==> src/rtl/mxbus_reg_slave.sv <==
// MX bus register slave: independent read and write channels, each running
// IDLE -> ACK -> WAIT -> CPL with a configurable number of wait states.
// Register 0 is a read-only ID constant. Registers 1..NUM_REGS-1 are read/write
// and are exported flat for peripheral logic.
module mxbus_reg_slave #(
  parameter int                    ADDR_WIDTH  = 8,
  parameter int                    DATA_WIDTH  = 8,
  parameter int                    NUM_REGS    = 4,
  parameter int                    WAIT_STATES = 2,
  parameter logic [DATA_WIDTH-1:0] ID_VALUE    = 8'hA5
) (
  input  logic                           clk,
  input  logic                           rst,
  input  logic                           s0_wr_txn_start,
  input  logic [ADDR_WIDTH-1:0]          s0_wr_addr,
  input  logic [DATA_WIDTH-1:0]          s0_wr_data,
  output logic                           s0_wr_ready,
  output logic                           s0_wr_txn_ack,
  output logic                           s0_wr_txn_cpl,
  input  logic                           s0_rd_txn_start,
  input  logic [ADDR_WIDTH-1:0]          s0_rd_addr,
  output logic [DATA_WIDTH-1:0]          s0_rd_data,
  output logic                           s0_rd_ready,
  output logic                           s0_rd_txn_ack,
  output logic                           s0_rd_txn_cpl,
  output logic [NUM_REGS*DATA_WIDTH-1:0] regs_flat
);

  // Counter only has to hold WAIT_STATES; keep at least one bit so the
  // zero-wait build still elaborates.
  localparam int               CNT_W    = (WAIT_STATES > 1) ? $clog2(WAIT_STATES + 1) : 1;
  localparam logic [CNT_W-1:0] CNT_LOAD = CNT_W'(WAIT_STATES);
  localparam logic [CNT_W-1:0] CNT_ONE  = CNT_W'(1);

  typedef enum logic [1:0] {
    ST_IDLE,
    ST_ACK,
    ST_WAIT,
    ST_CPL
  } state_e;

  // ---------------------------------------------------------------------------
  // Write channel
  // ---------------------------------------------------------------------------
  state_e                  wr_state_q, wr_state_d;
  logic [CNT_W-1:0]        wr_cnt_q, wr_cnt_d;
  logic [ADDR_WIDTH-1:0]   wr_addr_q, wr_addr_d;
  logic [DATA_WIDTH-1:0]   wr_data_q, wr_data_d;
  logic                    wr_ready_q, wr_ready_d;
  logic                    wr_ack_q, wr_ack_d;
  logic                    wr_cpl_q, wr_cpl_d;

  // Write FSM next state, request capture, and registered handshake outputs.
  always_comb begin
    // NOTE: every signal gets a default before the case so no path leaves it
    // unassigned; without these, synthesis would infer latches.
    wr_state_d = wr_state_q;
    wr_cnt_d   = wr_cnt_q;
    wr_addr_d  = wr_addr_q;
    wr_data_d  = wr_data_q;
    case (wr_state_q)
      ST_IDLE: begin
        if (s0_wr_txn_start) begin
          wr_state_d = ST_ACK;
          wr_addr_d  = s0_wr_addr;
          wr_data_d  = s0_wr_data;
        end
      end
      ST_ACK: begin
        wr_cnt_d   = CNT_LOAD;
        wr_state_d = (WAIT_STATES == 0) ? ST_CPL : ST_WAIT;
      end
      ST_WAIT: begin
        wr_cnt_d = wr_cnt_q - CNT_ONE;
        if (wr_cnt_q == CNT_ONE) wr_state_d = ST_CPL;
      end
      ST_CPL:  wr_state_d = ST_IDLE;
      default: wr_state_d = ST_IDLE;
    endcase
    // Outputs are decoded from the next state so they come straight off flops.
    wr_ready_d = (wr_state_d == ST_IDLE);
    wr_ack_d   = (wr_state_d == ST_ACK);
    wr_cpl_d   = (wr_state_d == ST_CPL);
  end

  // Write channel state register.
  always_ff @(posedge clk or posedge rst) begin
    // NOTE: sequential state uses non-blocking assignments so every flop
    // samples pre-edge values regardless of statement order.
    if (rst) begin
      wr_state_q <= ST_IDLE;
      wr_cnt_q   <= '0;
      wr_addr_q  <= '0;
      wr_data_q  <= '0;
      wr_ready_q <= 1'b1;
      wr_ack_q   <= 1'b0;
      wr_cpl_q   <= 1'b0;
    end else begin
      wr_state_q <= wr_state_d;
      wr_cnt_q   <= wr_cnt_d;
      wr_addr_q  <= wr_addr_d;
      wr_data_q  <= wr_data_d;
      wr_ready_q <= wr_ready_d;
      wr_ack_q   <= wr_ack_d;
      wr_cpl_q   <= wr_cpl_d;
    end
  end

  // ---------------------------------------------------------------------------
  // Read channel
  // ---------------------------------------------------------------------------
  state_e                  rd_state_q, rd_state_d;
  logic [CNT_W-1:0]        rd_cnt_q, rd_cnt_d;
  logic [ADDR_WIDTH-1:0]   rd_addr_q, rd_addr_d;
  logic [DATA_WIDTH-1:0]   rd_data_q, rd_data_d;
  logic                    rd_ready_q, rd_ready_d;
  logic                    rd_ack_q, rd_ack_d;
  logic                    rd_cpl_q, rd_cpl_d;
  logic [DATA_WIDTH-1:0]   rd_sel;

  // Register bank storage; reg 0 is the ID constant and has no storage.
  logic [DATA_WIDTH-1:0]   regs_q [1:NUM_REGS-1];
  logic [DATA_WIDTH-1:0]   regs_d [1:NUM_REGS-1];

  // Read mux: ID at address 0, stored registers below NUM_REGS, zero beyond.
  always_comb begin
    rd_sel = '0;
    if (rd_addr_q == '0) rd_sel = ID_VALUE;
    for (int i = 1; i < NUM_REGS; i++) begin
      if (rd_addr_q == ADDR_WIDTH'(i)) rd_sel = regs_q[i];
    end
  end

  // Read FSM next state, address capture, data capture on entry to CPL.
  always_comb begin
    rd_state_d = rd_state_q;
    rd_cnt_d   = rd_cnt_q;
    rd_addr_d  = rd_addr_q;
    rd_data_d  = rd_data_q;
    case (rd_state_q)
      ST_IDLE: begin
        if (s0_rd_txn_start) begin
          rd_state_d = ST_ACK;
          rd_addr_d  = s0_rd_addr;
        end
      end
      ST_ACK: begin
        rd_cnt_d   = CNT_LOAD;
        rd_state_d = (WAIT_STATES == 0) ? ST_CPL : ST_WAIT;
      end
      ST_WAIT: begin
        rd_cnt_d = rd_cnt_q - CNT_ONE;
        if (rd_cnt_q == CNT_ONE) rd_state_d = ST_CPL;
      end
      ST_CPL:  rd_state_d = ST_IDLE;
      default: rd_state_d = ST_IDLE;
    endcase
    // Sampling regs_q (not regs_d) makes a same-edge write collision return
    // the pre-write value.
    if (rd_state_d == ST_CPL && rd_state_q != ST_CPL) rd_data_d = rd_sel;
    rd_ready_d = (rd_state_d == ST_IDLE);
    rd_ack_d   = (rd_state_d == ST_ACK);
    rd_cpl_d   = (rd_state_d == ST_CPL);
  end

  // Read channel state register.
  always_ff @(posedge clk or posedge rst) begin
    if (rst) begin
      rd_state_q <= ST_IDLE;
      rd_cnt_q   <= '0;
      rd_addr_q  <= '0;
      rd_data_q  <= '0;
      rd_ready_q <= 1'b1;
      rd_ack_q   <= 1'b0;
      rd_cpl_q   <= 1'b0;
    end else begin
      rd_state_q <= rd_state_d;
      rd_cnt_q   <= rd_cnt_d;
      rd_addr_q  <= rd_addr_d;
      rd_data_q  <= rd_data_d;
      rd_ready_q <= rd_ready_d;
      rd_ack_q   <= rd_ack_d;
      rd_cpl_q   <= rd_cpl_d;
    end
  end

  // ---------------------------------------------------------------------------
  // Register bank
  // ---------------------------------------------------------------------------
  // Commit the captured write at the edge that ends the CPL cycle; address 0
  // and out-of-range addresses match no entry and are dropped.
  always_comb begin
    regs_d = regs_q;
    if (wr_state_q == ST_CPL) begin
      for (int i = 1; i < NUM_REGS; i++) begin
        if (wr_addr_q == ADDR_WIDTH'(i)) regs_d[i] = wr_data_q;
      end
    end
  end

  // Register bank storage.
  always_ff @(posedge clk or posedge rst) begin
    if (rst) begin
      // NOTE: this bank is a handful of control registers, not a RAM, so it
      // is reset as flops; a true memory array would not be reset here.
      for (int i = 1; i < NUM_REGS; i++) regs_q[i] <= '0;
    end else begin
      for (int i = 1; i < NUM_REGS; i++) regs_q[i] <= regs_d[i];
    end
  end

  // Flatten the bank for peripheral logic, with the ID constant in slot 0.
  always_comb begin
    regs_flat                 = '0;
    regs_flat[DATA_WIDTH-1:0] = ID_VALUE;
    for (int i = 1; i < NUM_REGS; i++) begin
      regs_flat[i*DATA_WIDTH +: DATA_WIDTH] = regs_q[i];
    end
  end

  assign s0_wr_ready   = wr_ready_q;
  assign s0_wr_txn_ack = wr_ack_q;
  assign s0_wr_txn_cpl = wr_cpl_q;
  assign s0_rd_ready   = rd_ready_q;
  assign s0_rd_txn_ack = rd_ack_q;
  assign s0_rd_txn_cpl = rd_cpl_q;
  assign s0_rd_data    = rd_data_q;

endmodule

==> config.mk <==
export PLATFORM = sky130hd
export DESIGN_NAME = mxbus_reg_slave
export DESIGN_NICKNAME = d
export VERILOG_FILES = /design/src/rtl/mxbus_reg_slave.sv
export SDC_FILE = /design/constraint.sdc
export NUM_CORES = 1
export LEC_CHECK = 0
export ABC_AREA = 1
export BUFFER_PORTS_ARGS = -buffer_cell sky130_fd_sc_hd__buf_4
export CAP_MARGIN = 20
export CORE_ASPECT_RATIO = 1.2
export CORE_UTILIZATION = 54
export DETAILED_ROUTE_END_ITERATION = 16
export MAX_ROUTING_LAYER = met4
export PLACE_DENSITY = 0.77
export SYNTH_ARGS = -nofsm -noshare
export SYNTH_HDL_FRONTEND = slang
export SYNTH_SLANG_ARGS = --single-unit
==> constraint.sdc <==
create_clock -name clk -period 2.1 [get_ports clk]
set_input_delay 0.21 -clock clk [delete_from_list [all_inputs] [get_ports clk]]
set_output_delay 0.21 -clock clk [all_outputs]
set_load 0.05 [all_outputs]
### Word level (Yosys, flattened, before mapping)

Cells that the tools add are included.

| word-level totals | value |
|---|---|
| flip-flop bits (word level) | 70 |
| bits in latches | 0 |
| RAM bits | 0 |
| memory bits (read-only) | 0 |
| input port bits | 28 |
| logic and storage cells | 63 |
| memories kept | 0 |

| operators by class | value |
|---|---|
| add/sub/neg operators | 2 |
| multiply operators | 0 |
| div/mod/pow operators | 0 |
| $lt $le $gt $ge | 0 |
| equality and inequality tests | 19 |
| shift-type cells | 0 |
| mux-type cells | 12 |
| bitwise operators | 0 |
| reductions and logical operators | 13 |

Operator list:

| operator | number |
|---|---|
| $eq 8x2->1 const B | 4 |
| $mux 8 | 4 |
| $eq 8x1->1 const B | 2 |
| $pmux 2 s4 | 2 |
| $eq 2x1->1 const B | 6 |
| $eq 2x2->1 const B | 6 |
| $reduce_and 2->1 | 5 |
| $logic_not 2->1 | 4 |
| $logic_not 8->1 | 1 |
| $mux 2 | 4 |
| $pmux 2 s2 | 2 |
| $reduce_bool 2->1 | 2 |
| $sub 2x1->2 const B | 2 |
| $ne 2x2->1 const B | 1 |
| $logic_and 1x1->1 | 1 |

### Longest topological paths before layout

| logic depth | value |
|---|---|
| word-level depth | 5 |
| gate-level depth with buffers | 11 |
| gate-level depth less buffers | 10 |

### Least setup slack after synthesis

OpenSTA, ideal clock, no wires.

| timing path | value |
|---|---|
| path type | register to register |
| from | register rd_state_q[0] |
| to | register rd_data_q[2] (netlist: s0_rd_data[2]) |
| library setup time | 66 ps |
| data arrival time | 1328 ps |
| required time | 2034 ps |
| setup slack | 707 ps |
| stages on the path, launching flop included | 11 |
| buffers on the path | 1 |
| clock period less this slack | 1393 ps |
| cells stage by stage | dfrtp_1 inv_1 ha_1 nor2_2 o21ai_2 nand2_2 nand3b_4 buf_6 nor2_2 nand2_1 nand2_1 |

| between the ends | value |
|---|---|
| word-level cells in the longest chain between the ends | 4 |
| elaborated cells on any way between the ends | 10 |

RTL lines:

| item | RTL line | source |
|---|---|---|
| start, declared | 112 | `state_e rd_state_q, rd_state_d;` |
| start signal, assigned | 177 | `rd_state_q <= rd_state_d;` |
| $eq 2x2->1, or another cell as far along | 140 | `case (rd_state_q)` |
| $pmux 2 s4 * | 140 |  |
| net rd_state_d[0] | 112 |  |
| $eq 2x2->1 * | 160 | `if (rd_state_d == ST_CPL && rd_state_q != ST_CPL) rd_data_d = rd_sel;` |
| $logic_and 1x1->1 * | 160 |  |
| end signal, assigned | 180 | `rd_data_q <= rd_data_d;` |
| end, declared | 115 | `logic [DATA_WIDTH-1:0] rd_data_q, rd_data_d;` |

Mark *: on every way through the listed nets, which the timed path passes. The rest lies on a longest branch.
A chain may end at the register's enable or synchronous reset.

### Worst setup path after layout

| timing path | value |
|---|---|
| from | register rd_state_q[0] |
| to | register rd_data_q[3] (netlist: s0_rd_data[3]) |

Same word-level chain as after synthesis.

==> results.cfg <==
[setup_path]
crit_chain = inv_1 -> ha_1 -> nor2_2 -> o21ai_2 -> nand2_2 -> nand3b_4 -> inv_1 -> nand2_1 -> nand2_1
r2r_end = s0_rd_data[3]
ff2ff_setup_slack_ns = 0.52
cp_top_family = simple AND/OR/NAND/NOR gates
slowest_delay_ns = 0.42
rr_startpoint = rd_state_q[0]
worstRegToRegCells = 9
critPathKind = reg -> reg
endpoint_kind = register
crit_required_ns = 2.37
crit_fanout = 13
cp.arrival_ns = 1.85
crit_buf_inv = 2
path_depth = 9
startpoint_type = register
crit_path_top_delay_cell = dfrtp_1

[min_path]
hold_depth = 3
hp-start = s0_wr_addr[1]
min_to = wr_addr_q[1]
hold_path_class = in -> reg

[clocking]
cts_hold_buf = 1
cts_tree = yes
cts_max_level = 3
cts_buffer_depth = 2
cts.sinks = 70
clk_pin_slew_worst_paths_ns = 0.07
clk_latency_ns = 0.34
cts_buffers = 9
post-cts-setup-buffers = 0
cts_root_buf = clkbuf_8
cts-resized-gates = 0

[die]
die-area_um2 = 6310
rows = 30
die_w_um = 72.7
start_util_pct = 56.8
die_h_um = 86.8
pin_count = 74
core_area_um2 = 5710

[timing]
fmax_mhz = 634
fin_crit_sh_pct = 75.1
slew_viol_final = 0
whs_ns = 0.116
setup_viol = 0
fin_setup_tns_ns = 0
rsz0062_at_grt = false
fin_skew_ns = 0.00577
hold_viol_final = 0
period_needed_ns = 1.58

[route]
viasPerCell = 4.91
drt_wl_total_mm = 6.15
ant_nets = 0
drc_errors = 0
first_pass_iters = 4
drt_iter0_drc = 122
routedWlPerCell_um = 12.4
vias = 2435

[outcome]
outcome = finished, final reports clean

[cells_and_area]
multi_input_area_um2 = 1230
nets = 451
seqCellArea_um2 = 1750
antenna_cells = 0
final_common_cell = buf_4
fill_cells = 485
drive_gt1_share_pct = 33.7
area_growth_pct = 21.9
layout_common_cells = 69 x buf_4, 68 x dfrtp_1, 60 x nand2_1
stdcell_area_um2 = 3950

[power]
total_power_mw = 4.34
cellPowerDensity_nw_per_um2 = 1100
p_leak_nw = 2.11
peakVddDrop_uv = 808

[logic_synthesis]
ys_warn_count = 0
avgSynthCellArea_um2 = 9.44
ys_types = 26
syn_inst = 343
syn_area_um2 = 3240
ys_ff_latch = 70
yosysSeqAreaShare_pct = 54.2

[global_route]
grt_use_total_pct = 22.4
grt_pass1_wl_mm = 10.6
grt_max_degree = 33
antenna_found_initial = 0
grt_overflow_total = 0
first_global_vias = 2337

[flow_run]
drv_cap = 0

[place]
portBuffers = 65
gp_congestion = 0.772
dp_hpwl_mm = 4.56
dpl_cell_area_um2 = 3760
state kept, by name (all words and copies together), names as in the netlist:
signal / cells
s0_wr_txn_cpl: 1
rd_cnt_q: 2
s0_wr_txn_ack: 1
s0_rd_txn_cpl: 1
regs_flat: 24
s0_rd_txn_ack: 1
wr_data_q: 8
wr_state_q: 2
wr_addr_q: 8
s0_wr_ready: 1
wr_cnt_q: 2
s0_rd_data: 8
rd_state_q: 2
s0_rd_ready: 1
rd_addr_q: 8
cell families (layout without fill, tap and decap cells):
group / after synthesis / count (layout) / synth area share (%)
AO/OA/AOI/OAI: 58 / 58 / 11.9
other: 2 / 8 / 0.232
buffers and inverters: 56 / 123 / 8.61
AND/OR/NAND/NOR: 147 / 147 / 21.3
adder cells (fa/ha/maj): 10 / 10 / 3.86
flip-flops: 70 / 70 / 54.2
stage by stage:
stage               setup WS (ns)  cells  utilization (%)
finish                      0.523    496             69.2
global route                0.325    496             69.2
CTS                         0.518    496             69.2
detailed placement          0.554    481             66.0
global placement            0.591    481             66.0
floorplan                   0.125    349                -
cell usage after synthesis, drive strengths merged:
cell type | count | area (um2)
a21oi | 27 | 135
buf | 17 | 133
clkbuf | 1 | 3.75
conb | 2 | 7.51
dfrtp | 68 | 1700
dfstp | 2 | 52.6
ha | 10 | 125
inv | 38 | 143
nand2 | 69 | 282
nand3 | 24 | 120
nand3b | 1 | 20.0
nand4 | 5 | 46.3
nor2 | 46 | 195
nor3 | 2 | 26.3
o21ai | 31 | 249
per-layer routing:
metal	part of all wire, %	routed length, um	vias to the layer above	global-route usage, %
met5	0	0	-	-
met4	1.2	71	0	8.02
met3	5.2	319	9	4.19
met2	50	3070	66	35.9
met1	44	2690	1139	28.5
li1	-	-	1221	-
power by group:
part | total, mW | internal (mW) | leakage (nW) | switching [mW]
clock network | 0.967 | 0.511 | 0.0914 | 0.456
registers | 1.85 | 1.70 | 0.876 | 0.152
logic | 1.52 | 0.450 | 1.14 | 1.07
worst register-to-register path, cell delays in order (launching register included):
cell and delay (ns):
dfrtp_1 0.42, inv_1 0.10, ha_1 0.23, nor2_2 0.12, o21ai_2 0.07, nand2_2 0.10, nand3b_4 0.17, inv_1 0.17
nand2_1 0.07, nand2_1 0.05
worst max-delay path by stage:
stage                             start            end  slack (ns)
after detailed placement  rd_state_q[0]  s0_rd_data[6]        0.55
after CTS                 rd_state_q[0]  s0_rd_data[6]        0.52
after global routing      rd_state_q[0]  s0_rd_data[3]        0.32
after floorplan                     rst   rd_addr_q[0]        0.13
after global placement    rd_state_q[0]  s0_rd_data[6]        0.59
final                     rd_state_q[0]  s0_rd_data[3]        0.52
area by class of cell:
class | count | area share, %
sequential | 70 | 44.4
multi-input combinational | 223 | 31.1
timing repair buffer | 71 | 13.9
clock buffer | 13 | 4.28
inverter | 38 | 3.61
tap | 80 | 2.54
clock inverter | 1 | 0.127
Note: power is estimated with default switching activity, not from simulation.
